### src/rtl/serial_adder_ctrl.sv
// Bit-serial adder sequencer: one shared full-adder slice, LSB first, one bit per cycle.
// Define SERIAL_ADDER_SUB_EN to add a 'sub' input for a-b (two's complement) operation.
module serial_adder_ctrl #(
  parameter int WIDTH = 8
) (
  input  logic             clk,
  input  logic             rst,
  input  logic             start,
`ifdef SERIAL_ADDER_SUB_EN
  input  logic             sub,
`endif
  input  logic [WIDTH-1:0] a,
  input  logic [WIDTH-1:0] b,
  output logic             busy,
  output logic             done,
  output logic [WIDTH-1:0] sum,
  output logic             c_out
);

  // state | meaning
  // IDLE  | waiting for start; sum/c_out hold last result
  // RUN   | one operand bit pair through the slice per cycle
  // DONE  | result valid, done pulse, back to IDLE next edge
  typedef enum logic [1:0] {
    IDLE = 2'b00,
    RUN  = 2'b01,
    DONE = 2'b10
  } state_t;

  localparam int CNT_W = $clog2(WIDTH);

  state_t           state;
  logic [WIDTH-1:0] a_sh;
  logic [WIDTH-1:0] b_sh;
  logic [WIDTH-1:0] acc;
  logic             carry;
  logic [CNT_W-1:0] cnt;

  logic             ha1_s, ha1_c, ha2_c;
  logic             s_bit, c_bit;
  logic             sub_sel;

`ifdef SERIAL_ADDER_SUB_EN
  assign sub_sel = sub;
`else
  assign sub_sel = 1'b0;
`endif

  // Two half-adder stages plus an OR for the carry.
  assign ha1_s = a_sh[0] ^ b_sh[0];
  assign ha1_c = a_sh[0] & b_sh[0];
  assign s_bit = ha1_s ^ carry;
  assign ha2_c = ha1_s & carry;
  assign c_bit = ha1_c | ha2_c;

  assign busy = (state == RUN) || (state == DONE);
  assign done = (state == DONE);

  always_ff @(posedge clk or posedge rst) begin
    if (rst) begin
      state <= IDLE;
      a_sh  <= '0;
      b_sh  <= '0;
      acc   <= '0;
      carry <= 1'b0;
      cnt   <= '0;
      sum   <= '0;
      c_out <= 1'b0;
    end else begin
      case (state)
        IDLE: begin
          if (start) begin
            // Subtraction reuses the adder: a + ~b + 1.
            a_sh  <= a;
            b_sh  <= b ^ {WIDTH{sub_sel}};
            carry <= sub_sel;
            cnt   <= '0;
            acc   <= '0;
            state <= RUN;
          end
        end
        RUN: begin
          acc   <= {s_bit, acc[WIDTH-1:1]};
          a_sh  <= a_sh >> 1;
          b_sh  <= b_sh >> 1;
          carry <= c_bit;
          cnt   <= cnt + 1'b1;
          if (cnt == CNT_W'(WIDTH - 1)) begin
            sum   <= {s_bit, acc[WIDTH-1:1]};
            c_out <= c_bit;
            state <= DONE;
          end
        end
        DONE: begin
          state <= IDLE;
        end
        default: begin
          state <= IDLE;
        end
      endcase
    end
  end

endmodule
### config.mk
export PLATFORM = sky130hd
export DESIGN_NAME = serial_adder_ctrl
export DESIGN_NICKNAME = d
export VERILOG_FILES = /design/src/rtl/serial_adder_ctrl.sv
export SDC_FILE = /design/constraint.sdc
export NUM_CORES = 1
export LEC_CHECK = 0
export ABC_AREA = 1
export CAP_MARGIN = 20
export CORE_MARGIN = 4
export CORE_UTILIZATION = 35
export DETAILED_ROUTE_END_ITERATION = 12
export DONT_BUFFER_PORTS = 1
export GPL_TIMING_DRIVEN = 0
export PLACE_DENSITY_LB_ADDON = 0.25
export SKIP_CTS_REPAIR_TIMING = 1
export SLEW_MARGIN = 20
export SYNTH_ARGS = -nofsm -noshare
export SYNTH_HDL_FRONTEND = slang
export SYNTH_SLANG_ARGS = --single-unit
### constraint.sdc
create_clock -name clk -period 3.9 [get_ports clk]
set_input_delay 0.78 -clock clk [delete_from_list [all_inputs] [get_ports clk]]
set_output_delay 0.78 -clock clk [all_outputs]
set_load 0.01 [all_outputs]
### Word level (Yosys, flattened, before mapping)

Index checks and enable logic that the tools add are counted.

| word-level totals | value |
|---|---|
| register bits after elaboration | 39 |
| input port bits | 19 |
| output and inout port bits | 11 |

| cells by class | value |
|---|---|
| add/subtract/negate cells | 1 |
| eq/ne operators | 5 |
| muxes and demuxes | 13 |
| bitwise operators | 5 |
| reduce and logical (&&, ||, !) cells | 6 |

Operators by type and width:

| operator | number |
|---|---|
| one-hot mux 8 bit (2 select lines) | 3 |
| 2-to-1 mux 8 bit | 3 |
| one-hot mux 3 bit (2 select lines) | 1 |
| AND reduction 2 bit | 3 |
| 2-to-1 mux 2 bit | 2 |
| one-hot mux 2 bit (2 select lines) | 1 |
| adder 3 x 1 -> 3 bit (second input constant) | 1 |
| == test 3 bit (second input constant) | 1 |
| 2-to-1 mux 3 bit | 1 |
| bitwise AND 1 bit | 2 |
| == test 2 x 1 -> 1 bit (second input constant) | 1 |
| == test 2 bit (second input constant) | 1 |
| logical NOT 2 bit | 1 |
| != test 2 x 1 -> 1 bit (second input constant) | 1 |
| != test 2 bit (second input constant) | 1 |
| one-hot mux 1 bit (2 select lines) | 1 |
| nonzero test 2 bit | 1 |
| XOR 1 bit | 2 |
| logical OR 1 bit | 1 |
| 2-to-1 mux 1 bit | 1 |
| bitwise OR 1 bit | 1 |

### Depth between registers and ports, before layout

| depth | value |
|---|---|
| word-level depth | 4 |
| gate-level depth with buffers | 9 |
| gate-level depth less buffers | 7 |

### Worst setup path after synthesis

OpenSTA, ideal clock, no wires.

| timing | value |
|---|---|
| path kind | register to output |
| start | register state[0] |
| end | output busy |
| arrival | 749 ps |
| setup slack | 2371 ps |
| stages on the path, launching flop included | 3 |
| buffers on the path | 0 |
| cell sequence | dfrtp_1 > inv_1 > ha_1 |

| on the way | value |
|---|---|
| word-level cells in the longest chain between the ends | 2 |

RTL lines:

| item | line | source |
|---|---|---|
| start: declaration | 32 | `state_t state;` |
| start signal: assignment | 61 | `state <= IDLE;` |
| start signal: assignment | 79 | `state <= RUN;` |
| start signal: assignment | 91 | `state <= DONE;` |
| == test 2 x 1 -> 1 bit or == test 2 bit (tied branches) | 56 | `assign busy = (state == RUN) \|\| (state == DONE);` |
| logical OR 1 bit * | 56 |  |
| end: declaration | 14 | `output logic busy,` |

Mark *: on every way between the ends. The rest lies on a longest branch, timed or not.

### Final worst setup path

Ends and elaborated chain as after synthesis.

==> impl_results.md <==
- Dominant combinational cell family by area after synthesis: simple AND/OR/NAND/NOR gates
- Initial antenna violation count: 0
- Clock tree from TritonCTS: done
- Setup repair after global routing missed its margin: false
- Largest fanout on the critical path: 4
- Final cycle utilization of the critical path: around 48%
- Count of maximum capacitance violations: 0
- Post-detailed-route count of antenna-violating nets: 0
- Cell family contributing the most delay on the critical path: flip-flops
- Clock Tree Buf Depth: 2
- Critical path's slowest cell: sky130_fd_sc_hd__dfrtp_1
- Cell Rows: 26
- Outcome: complete, no violations
- Via count of the first global-routing pass: 1,444
- Crit. End Element: primary output
- Share of the synthesized netlist area taken by xor and xnor gates: 0%
- Vias post-DR: around 1.5k
- Number of setup violations in the final report: 0
- Number of synthesized register bits: 38
- Core footprint: about 5000 sq um
- Warnings from Yosys: 0
- Die width: around 80 um
- Proportion of synthesized area in mux cells: 0%
- Data arrival time of the worst path: approximately 1.1 ns
- Hpwl dp: roughly 2700 um
- Count of final hold-check violations: 0
- Synth Area in Compound Gates: 0%
- Routed wire per std cell: ~13 um
- H-tree depth: 2
- Layout Skew: roughly 0.0048 ns
- Critical Path Source Type: register
- Startpoint-to-endpoint class of the critical path: reg -> out
- Wire length of the first global-routing pass: 6890 um
- Worst-Margin Slew: ~0.44 ns
- Clock period minus final worst setup slack: around 1.9 ns
- Post-layout net count: 262
- Hold Slack: 0.353 ns
- Simple-gate portion of the synthesized area: 38.1%
- Overall global routing resource usage: between 10% and 20%
- Post-synthesis sequential area ratio: between 50 and 60%
- Final Max Tran Viols: 0
- Clk Latency, worst-skew pair: approximately 0.29 ns
- Maximum number of pins on one net before global-route repair: 23
- Data required time of the critical path: 3.12 ns
- Die Height: about 81 um
- Cell count after synthesis: between 200 and 250
- # clock sinks: 38
- # port buffers: 0
- Max frequency: 532 MHz
- Synth unique cells: 15
- Vias per cell: roughly 4.8
- Aggregate negative setup slack: 0 ns
- Bufs and invs on worst path: 1
- Summed instance area of the synthesized netlist: ~1900 sq um
- Pwr Density: between 700 and 800 nW/um^2
- Total die area: 6540 sq um
- Worst hold-check path type: in -> async
- Clk root buf: sky130_fd_sc_hd__clkbuf_8
- Cells traversed along the worst timing path: inv_1 -> ha_1
- Share of layout cells above drive strength 1: between 10% and 20%
- Inst Count DP: ~300
- Routed wire length: around 3900 um
- Syn Area/Cell: just over 8 sq um
- GP Congestion: between 0.7 and 0.8
- Antenna Diode Count: 0
- Number of I/O pins: 30
- Layout Cells excl Fill: 307
- Remaining routing DRC violations: 0
- Clock transition at path regs: around 0.08 ns
- Number of violations reported at the end of detailed-routing iteration 0: between 70 and 80
- Congestion Overflow GR: 0
- Share of synthesized cell area in full adder, half adder and majority cells: slightly above 5%
- Longest individual stage delay on the worst path: approximately 0.4 ns
- Post-synth net total: 254
- LEAKAGE: between 1 and 1.5 nW
- Number of search-and-repair iterations in the first detailed-routing pass: 4
- Area added between synthesis and finish: 11.3%
- Number of buffers added by the clock tree synthesis step: 5
- Worst-case vdd ir drop: between 300 and 400 uV
- Relative slew margins: 70.6%
- Initial core utilization: a little over a third
## sequential cells by signal (all words and copies together) (netlist names)
signal  cells
sum         8
acc         7
carry       1
c_out       1
b_sh        8
a_sh        8
state       2
cnt         3
## per-layer routing
layer / vias to the layer above / global-route usage (%) / routed length, um
li1: 741 / - / -
met1: 680 / 18.1 / 1890
met2: 30 / 20.9 / 1730
met3: 8 / 4.10 / 209
met4: 0 / 5.57 / 68
met5: - / 0 / 0
## final cells by class
type	instances	area [sq um]
clock inverter	2	12.5
sequential	38	951
tap	70	87.6
timing repair buffer	1	27.5
buffer	12	78.8
multi-input combinational	171	803
inverter	7	26.3
clock buffer	6	82.6
fill	568	3070
## power by group
| group | internal [mW] | leakage (nW) | switching, mW |
|---|---|---|---|
| registers | 0.521 | 0.502 | 0.0805 |
| clock network | 0.142 | 0.0472 | 0.146 |
| logic | 0.213 | 0.616 | 0.371 |
| total | 0.876 | 1.17 | 0.598 |
## worst reg2reg max path: stages (launching register included)
cell,delay (ns)
sky130_fd_sc_hd__dfrtp_1,0.38
sky130_fd_sc_hd__ha_1,0.17
sky130_fd_sc_hd__ha_1,0.16
sky130_fd_sc_hd__clkbuf_1,0.37
sky130_fd_sc_hd__nand2_2,0.21
sky130_fd_sc_hd__nand2_1,0.11
sky130_fd_sc_hd__nand2_1,0.05
## metrics by stage
stage	instance area, sq um	utilization, %	setup slack (ns)	total power [mW]
3_5_place_dp	1970	38.4	2.34	1.20
5_1_grt	2070	40.3	1.97	1.62
2_1_floorplan	1860	-	2.26	1.06
6_report	2070	40.3	2.02	1.47
4_1_cts	2070	40.3	2.01	1.49
3_3_place_gp	1950	37.9	1.78	1.19
## synth_stat cells
library cell / n / share of area (%)
sky130_fd_sc_hd__nor2_1: 1 / 0.20
sky130_fd_sc_hd__ha_1: 6 / 4.0
sky130_fd_sc_hd__fa_1: 1 / 1.1
sky130_fd_sc_hd__nand2_2: 2 / 0.67
sky130_fd_sc_hd__buf_6: 2 / 1.2
sky130_fd_sc_hd__buf_2: 6 / 1.6
sky130_fd_sc_hd__buf_4: 3 / 1.2
sky130_fd_sc_hd__nand2_1: 108 / 22
sky130_fd_sc_hd__dfrtp_1: 38 / 51
sky130_fd_sc_hd__inv_1: 5 / 1.0
sky130_fd_sc_hd__nand2_4: 3 / 1.8
sky130_fd_sc_hd__inv_2: 2 / 0.40
sky130_fd_sc_hd__nand4_1: 2 / 0.67
sky130_fd_sc_hd__clkbuf_1: 1 / 0.20
sky130_fd_sc_hd__nand3_1: 48 / 13
## worst paths after layout
| kind | start | end | slack [ns] | cells past startpoint |
|---|---|---|---|---|
| worst max-delay path | state[0] | busy | 2.02 | 2 |
| worst min-delay path | rst | sum[6] | 0.35 | 1 |
| worst max register to register | cnt[0] | sum[5] | 2.36 | 6 |
| worst min register to register | b_sh[7] | b_sh[7] | 0.50 | 2 |
| max in group asynchronous | rst | a_sh[7] | 3.10 | 2 |
| min in group clk | b_sh[7] | b_sh[7] | 0.50 | 2 |
## layout by cell type (no fill, tap or decap)
master / instances
sky130_fd_sc_hd__buf_16: 1
sky130_fd_sc_hd__buf_2: 6
sky130_fd_sc_hd__buf_4: 3
sky130_fd_sc_hd__buf_6: 2
sky130_fd_sc_hd__clkbuf_1: 1
sky130_fd_sc_hd__clkbuf_8: 6
sky130_fd_sc_hd__clkinv_2: 1
sky130_fd_sc_hd__clkinvlp_4: 1
sky130_fd_sc_hd__dfrtp_1: 38
sky130_fd_sc_hd__fa_1: 1
sky130_fd_sc_hd__ha_1: 6
sky130_fd_sc_hd__inv_1: 4
sky130_fd_sc_hd__inv_2: 3
sky130_fd_sc_hd__nand2_1: 108
sky130_fd_sc_hd__nand2_2: 2
sky130_fd_sc_hd__nand2_4: 3
sky130_fd_sc_hd__nand3_1: 48
sky130_fd_sc_hd__nand4_1: 2
sky130_fd_sc_hd__nor2_1: 1
## cell families after synthesis
logic type | count (synthesis)
and+or+nand+nor | 164
DFF | 38
adders and majority gates | 7
buffers and inverters | 19
(Power assumes the default switching activity.)
